<file path="config.mk">
export PLATFORM = sky130hd
export DESIGN_NAME = kpn_queue_reader
export DESIGN_NICKNAME = d
export VERILOG_FILES = /design/src/rtl/kpn_queue_reader.sv
export SDC_FILE = /design/constraint.sdc
export NUM_CORES = 1
export LEC_CHECK = 0
export ABC_AREA = 0
export ABC_CLOCK_PERIOD_IN_PS = 3800
export BUFFER_PORTS_ARGS = -buffer_cell sky130_fd_sc_hd__buf_2
export CAP_MARGIN = 20
export CELL_PAD_IN_SITES_DETAIL_PLACEMENT = 0
export CELL_PAD_IN_SITES_GLOBAL_PLACEMENT = 2
export CORE_UTILIZATION = 36
export CTS_CLUSTER_DIAMETER = 50
export DETAILED_ROUTE_END_ITERATION = 7
export HOLD_SLACK_MARGIN = 0.05
export MAX_ROUTING_LAYER = met4
export PLACE_DENSITY_LB_ADDON = 0.1
export SYNTH_ARGS = -nofsm -noshare
export SYNTH_HDL_FRONTEND = slang
export SYNTH_SLANG_ARGS = --single-unit
</file>
<file path="constraint.sdc">
create_clock -name clk -period 3.8 [get_ports clk]
set_clock_uncertainty 0.1 [all_clocks]
set_input_delay 0.76 -clock clk [delete_from_list [all_inputs] [get_ports clk]]
set_output_delay 0.76 -clock clk [all_outputs]
set_load 0.01 [all_outputs]
</file>
<file path="src/rtl/kpn_queue_reader.sv">
// Consumer-side reader for the KPN token queue: pops tokens into a 2-entry
// output buffer and forwards them over a valid/ready stream, in bursts or continuously.
module kpn_queue_reader #(
  parameter int unsigned BITS_NUMBER = 16,
  parameter int unsigned LEN_WIDTH   = 8,
  parameter int unsigned CNT_WIDTH   = 16
) (
  input  logic                   clk,
  input  logic                   rst_n,
  input  logic                   q_empty,
  input  logic [BITS_NUMBER-1:0] q_data,
  output logic                   q_rd,
  input  logic                   start,
  input  logic                   stop,
  input  logic [LEN_WIDTH-1:0]   burst_len,
  output logic                   out_valid,
  input  logic                   out_ready,
  output logic [BITS_NUMBER-1:0] out_data,
  output logic                   busy,
  output logic                   done,
  output logic [CNT_WIDTH-1:0]   tokens_read
);

  typedef enum logic [1:0] {StIdle, StRead, StDrain, StDone} state_e;

  state_e                 state_q, state_d;
  logic [LEN_WIDTH-1:0]   remaining_q, remaining_d;
  logic                   cont_q, cont_d;
  logic [CNT_WIDTH-1:0]   tokens_q;
  logic [1:0]             occ_q, occ_d;
  logic [BITS_NUMBER-1:0] buf0_q, buf0_d, buf1_q, buf1_d;
  logic                   space, pop;

  assign out_valid   = (occ_q != 2'd0);
  assign out_data    = buf0_q;
  assign pop         = out_valid & out_ready;
  // A full buffer still has room when its head leaves in the same cycle.
  assign space       = (occ_q < 2'd2) | ((occ_q == 2'd2) & pop);
  assign q_rd        = (state_q == StRead) & ~q_empty & (cont_q | (remaining_q != '0)) & space;
  assign busy        = (state_q != StIdle);
  assign done        = (state_q == StDone);
  assign tokens_read = tokens_q;

  // buf0 is the head; buf1 only holds data when occ==2.
  always_comb begin
    buf0_d = buf0_q;
    buf1_d = buf1_q;
    occ_d  = occ_q;
    case ({q_rd, pop})
      2'b10: begin
        if (occ_q == 2'd0) buf0_d = q_data;
        else               buf1_d = q_data;
        occ_d = occ_q + 2'd1;
      end
      2'b01: begin
        buf0_d = buf1_q;
        occ_d  = occ_q - 2'd1;
      end
      2'b11: begin
        if (occ_q == 2'd1) begin
          buf0_d = q_data;
        end else begin
          buf0_d = buf1_q;
          buf1_d = q_data;
        end
      end
      default: ;
    endcase
  end

  always_comb begin
    state_d     = state_q;
    remaining_d = remaining_q;
    cont_d      = cont_q;
    case (state_q)
      StIdle: begin
        if (start) begin
          remaining_d = burst_len;
          cont_d      = (burst_len == '0);
          state_d     = StRead;
        end
      end
      StRead: begin
        if (q_rd && !cont_q) remaining_d = remaining_q - LEN_WIDTH'(1);
        if (cont_q) begin
          if (stop) state_d = StDrain;
        end else if (q_rd && (remaining_q == LEN_WIDTH'(1))) begin
          state_d = StDrain;
        end
      end
      StDrain: begin
        if (occ_q == 2'd0) state_d = StDone;
      end
      StDone: state_d = StIdle;
      default: state_d = StIdle;
    endcase
  end

  always_ff @(posedge clk or negedge rst_n) begin
    if (!rst_n) begin
      state_q     <= StIdle;
      remaining_q <= '0;
      cont_q      <= 1'b0;
      tokens_q    <= '0;
      occ_q       <= 2'd0;
      buf0_q      <= '0;
      buf1_q      <= '0;
    end else begin
      state_q     <= state_d;
      remaining_q <= remaining_d;
      cont_q      <= cont_d;
      occ_q       <= occ_d;
      buf0_q      <= buf0_d;
      buf1_q      <= buf1_d;
      if (q_rd) tokens_q <= tokens_q + CNT_WIDTH'(1);
    end
  end

endmodule

</file>
---- After elaboration in Yosys (flattened, before gate mapping) ----
Cells that the tools add are included.
W data, S select, Z words.
operators by class
  $add $sub $neg .......................... 4
  multiply operators ...................... 0
  divide/modulo/power cells ............... 0
  $lt $le $gt $ge ......................... 1
  eq/ne operators ......................... 17
  shift-type cells ........................ 0
  muxes and demuxes ....................... 16
  bitwise operators ....................... 8
  reductions and logical operators ........ 18
operators by type and width
  kind                     number
  $mux W16                 4
  $pmux W16 S3             1
  $pmux W16 S2             1
  $add A16 B1 Y16 const B  1
  $mux W8                  2
  $pmux W8 S2              1
  $eq A2 B2 Y1 const B     5
  $mux W2                  5
  $ne A2 B2 Y1 const B     5
  $reduce_bool A2 Y1       5
  $eq A8 B1 Y1 const B     1
  $logic_not A8 Y1         1
  $pmux W2 S4              1
  $reduce_bool A8 Y1       1
  $sub A8 B1 Y8 const B    1
  $eq A2 B1 Y1 const B     3
  $reduce_and A3 Y1        2
  $and A1 B1 Y1            5
  $logic_not A2 Y1         2
  $pmux W2 S2              1
  $reduce_and A2 Y1        2
  $reduce_and A4 Y1        1
  $ne A3 B2 Y1 const B     1
  $ne A3 B3 Y1 const B     1
  9 further kinds          11
word-level totals
  flip-flop bits (word level) ............. 61
  latch bits .............................. 0
  RAM bits ................................ 0
  memory bits (read-only) ................. 0
  output and inout port bits .............. 36
  logic and storage cells ................. 71
  memories ................................ 0

---- Logic depth before layout (Yosys ltp) ----
  depth after elaboration ................. 9
  depth in mapped cells ................... 13

---- Worst setup path before layout ----
Ideal clock, no wire load.
  path kind ............................... flip-flop to flip-flop
  start ................................... register remaining_q[0]
  end ..................................... register buf1_q[10]
  setup time .............................. 125 ps
  arrival ................................. 3040 ps
  data required time ...................... 3575 ps
  path slack .............................. 535 ps
  cell stages (with the launch flop) ...... 14
  period minus slack after synthesis ...... 3265 ps
  cell sequence ........................... dfrtp_1 > inv_1 > ha_1 > or4b_1 > buf_2 > or2_4 > nand2_4 > inv_2 > ha_1 > nand2_1 > o211a_1 > clkbuf_1 > clkbuf_1 > mux2_2
between the ends
  longest elaborated chain between the ends .. 7
  elaborated cells on any way between the ends .. 11
  classes of those cells .................. eq/ne (4); mux (1); bitwise (3); reduce/logical (3)
ends and longest elaborated chain
  element                                                       RTL line  source
  start, declared                                               27        logic [LEN_WIDTH-1:0] remaining_q, remaining_d;
  start signal, assigned                                        110       remaining_q <= remaining_d;
  $reduce_bool A8 Y1 *                                          39        assign q_rd = (state_q == StRead) & ~q_empty & (cont_q | (remaining_q != '0)) & space;
  $or A1 B1 Y1 *                                                39
  $and A1 B1 Y1 * (2 in a row)                                  39
  via q_rd                                                      12        output logic q_rd,
  $eq A2 B2 Y1                                                  49        case ({q_rd, pop})
  $ne A2 B2 Y1 (no line) or $reduce_bool A2 Y1 (tied branches)  -
  $reduce_and A3 Y1 (no line)                                   -
  end signal, assigned                                          114       buf1_q <= buf1_d;
  end, declared                                                 31        logic [BITS_NUMBER-1:0] buf0_q, buf0_d, buf1_q, buf1_d;
Mark *: on every way through the listed nets, which the timed path passes. The rest lies on a longest branch.
A chain may end at the register's enable or synchronous reset.

---- Worst setup path in the final report ----
  start ................................... register state_q[1]
  end ..................................... register buf0_q[2] (netlist: out_data[2])
between the ends
  longest elaborated chain between the ends .. 7
  elaborated cells on any way between the ends .. 11
  classes of those cells .................. eq/ne (5); mux (1); bitwise (3); reduce/logical (2)
ends and longest elaborated chain
  element                                                       RTL line  source
  start, declared                                               26        state_e state_q, state_d;
  start signal, assigned                                        101       state_q <= StIdle;
  start signal, assigned                                        109       state_q <= state_d;
  $eq A2 B1 Y1 *                                                39
  $and A1 B1 Y1 * (3 in a row)                                  39
  $eq A2 B2 Y1 or $eq A2 B1 Y1 (tied branches)                  49
  $ne A2 B2 Y1 (no line) or $reduce_bool A3 Y1 (tied branches)  -
  $reduce_and A2 Y1 (no line)                                   -
  end signal, assigned                                          113       buf0_q <= buf0_d;
  end, declared                                                 31
Mark *: on every way between the ends. The rest lies on a longest branch, timed or not.

==> results.md <==
* Status: finished clean
* Highest clock rate at about 320 MHz
* Worst setup EP type: flip-flop
* Die area at around 9500 sq um
* Clk Latency, worst-skew pair at roughly 0.34 ns
* CP Class: reg2reg
* Async S/R FF share, synth at between 90% and 100%
* Placer Congestion at slightly below 0.8
* #FFs+latches synth at between 60 and 70
* DRT Pass-1 Iters at 4
* DP Area at ~3700 sq um
* Starting density of the core at 37.36%
* Pin count of the biggest net entering global routing at 40
* Std cell rows at 34
* Post-route setup slack at ~0.63 ns
* Worst Tran Pin Value at between 0.8 and 0.9 ns
* Cts repair resizes at 0
* RSZ-0062 raised after global routing: no
* Top_reg_cell synth: dfrtp_1
* Max H-tree Level at 3
* First-pass GRT wire length at about 12,000 um
* Syn Nets at 323
* Design area at about 4000 sq um
* Final max-slew violation count at 0
* Relative slew slack at between 40 and 50%
* Register area share after synthesis at 46.62%
* Cell variety after synth at 49
* Peak supply drop at 231.0 uV
* Final worst-path cycle share at a little over four fifths
* Final hold viol count at 0
* CP max-delay cell: o21a_1
* Routed Antenna Nets at 0
* Die H at approximately 100 um
* Finish-stage setup viols at 0
* Vias/cell at ~5.3
* CTS tree: built
* Total GRT Usage at ~17%
* ANT cells at 0
* Clock net sink count at 61
* Via count at about 2,500
* Tmin final at ~3.2 ns
* Syn-to-layout area delta at 21.21%
* Delay of the slowest critical-path stage at approximately 0.55 ns
* IO Pins at 66
* Nets at slightly below 400
* Pre-CTS WS at just over 0.6 ns
* Core area at a little under 9000 sq um
* Commonest non-fill, non-tap cell in the layout: buf_2
* Worst Path Buf+Inv at 2
* Setup TNS Final at 0 ns
* Most frequent cells in the layout: buf_2, dfrtp_1, mux2_2, inv_1, a22o_1
* Number of flops mapped to enable cells by yosys at 0
* Clock root buffer: clkbuf_8
* Chip Width at just under 100 um
* Max cap viols at 0
* WP data required at around 4.0 ns
* CTS buffer count at 9
* Postcts setup bufs at 0
* Worst EP arrival at approximately 3.4 ns
* Post-synthesis cell area at 3274 sq um
* DR iter-0 viols at 70
* Mapped Avg Cell Area at 11.78 sq um
* CP Max Fanout at 16
* Hold Buf Count CTS at 0
* Startpoint Class: flip-flop
* CP Cell Sequence: inv_1, ha_1, and2b_1, o21a_1, nand2_4, inv_2, ha_1, nor2b_1, o21a_1, a22o_1, mux2_2
* Leak at about 2.0 nW
* DRC viols at 0
* Final HPWL DP at about 5300 um
* Cell Pwr Density at between 700 and 800 nW/um^2
* Number of global-route vias before repair at between 2,000 and 2,500
* Syn Inst Count at roughly 280
* Synth top area cells: dfrtp_1, mux2_2, ha_1
* Post-synth top area share at approximately 47%
* I/O Buffers at 65
* Syn. warnings at 0
* Routed WL at around 7400 um
* Avg WL per Cell at about 16 um
* Hold WC Path Type: reg2reg
* Clock transition at path regs at 0.08 ns
* Initial antenna violation count at 0
* Share of layout cells above drive strength 1 at ~36%
* CP delay by family, top: compound AO/OA/AOI/OAI gates
* Leading area contributor after synthesis: dfrtp_1
* Grt ovf at 0
* Max clock buf depth at 2
## power by group
group,internal [mW],switching (mW),total (mW),leakage (nW)
logic,0.656,0.653,1.31,1.09
registers,0.908,0.195,1.10,0.757
clock network,0.386,0.277,0.663,0.112
total,1.95,1.13,3.07,1.96
## cells by family after synthesis
family	share of synthesized area [%]
fa+ha+maj	5.732
mux	13.57
compound gates	12.99
flops	46.62
simple gates	13.07
buf+inv	3.477
xor+xnor	4.547
## synthesized netlist by cell type (all sizes together) (3+ instances only)
cell and n:
mux2 34, xnor2 8, or4 3, a22o 16, o32a 4, nor2 11, nor3 7, buf 3
nand3 5, o21a 3, nand4 8, ha 15, nand2 16, o21ai 5, inv 17, o211a 8
xor2 9, and4 3, nor4 9, clkbuf 6, o211ai 3, dfrtp 61
## stage by stage
step	utilization [%]	std cells	hold slack, ns	power, mW
after global routing	45.29	465	0.4148	3.296
after detailed placement	42.56	448	0.3623	2.432
after CTS	45.12	464	0.3711	3.100
after floorplan	-	278	0.3644	2.050
final	45.29	465	0.3663	3.075
after global placement	42.56	448	0.3555	2.416
## final timing paths
kind	from	to	slack, ns	cells past startpoint
max in group asynchronous	rst_n	remaining_q[7]$_DFFE_PN0P_	2.44	2
hold / removal	tokens_read[15]$_DFFE_PN0P_	tokens_read[15]$_DFFE_PN0P_	0.37	1
setup / recovery	state_q[1]$_DFFE_PN0P_	out_data[2]$_DFFE_PN0P_	0.63	11
hold reg to reg	tokens_read[15]$_DFFE_PN0P_	tokens_read[15]$_DFFE_PN0P_	0.37	1
setup reg to reg	state_q[1]$_DFFE_PN0P_	out_data[2]$_DFFE_PN0P_	0.63	11
min in group asynchronous	rst_n	tokens_read[8]$_DFFE_PN0P_	0.43	1
## state kept, by name (all words and copies together) (netlist names)
register,cells
buf1_q,16
out_data,16
tokens_read,16
remaining_q,8
occ_q,2
state_q,2
cont_q,1
## cell type report
| type | count | area (sq um) |
|---|---|---|
| Clock buffer | 10 | 137.6 |
| Tap cell | 108 | 135.1 |
| Timing Repair Buffer | 72 | 385.4 |
| Sequential cell | 61 | 1526 |
| Fill cell | 857 | 4795 |
| Multi-Input combinational cell | 191 | 1634 |
| Inverter | 17 | 63.81 |
| Clock inverter | 6 | 86.33 |
## layer usage
metal,wire length [um],up-vias,GRT usage [%],part of all wire (%)
li1,-,1184,-,-
met1,3763,1189,23.66,51
met2,3186,74,24.69,43
met3,331,15,2.878,4.5
met4,133,0,7.014,1.8
met5,0,-,-,0
No activity file was read; power rests on OpenSTA's default activity.
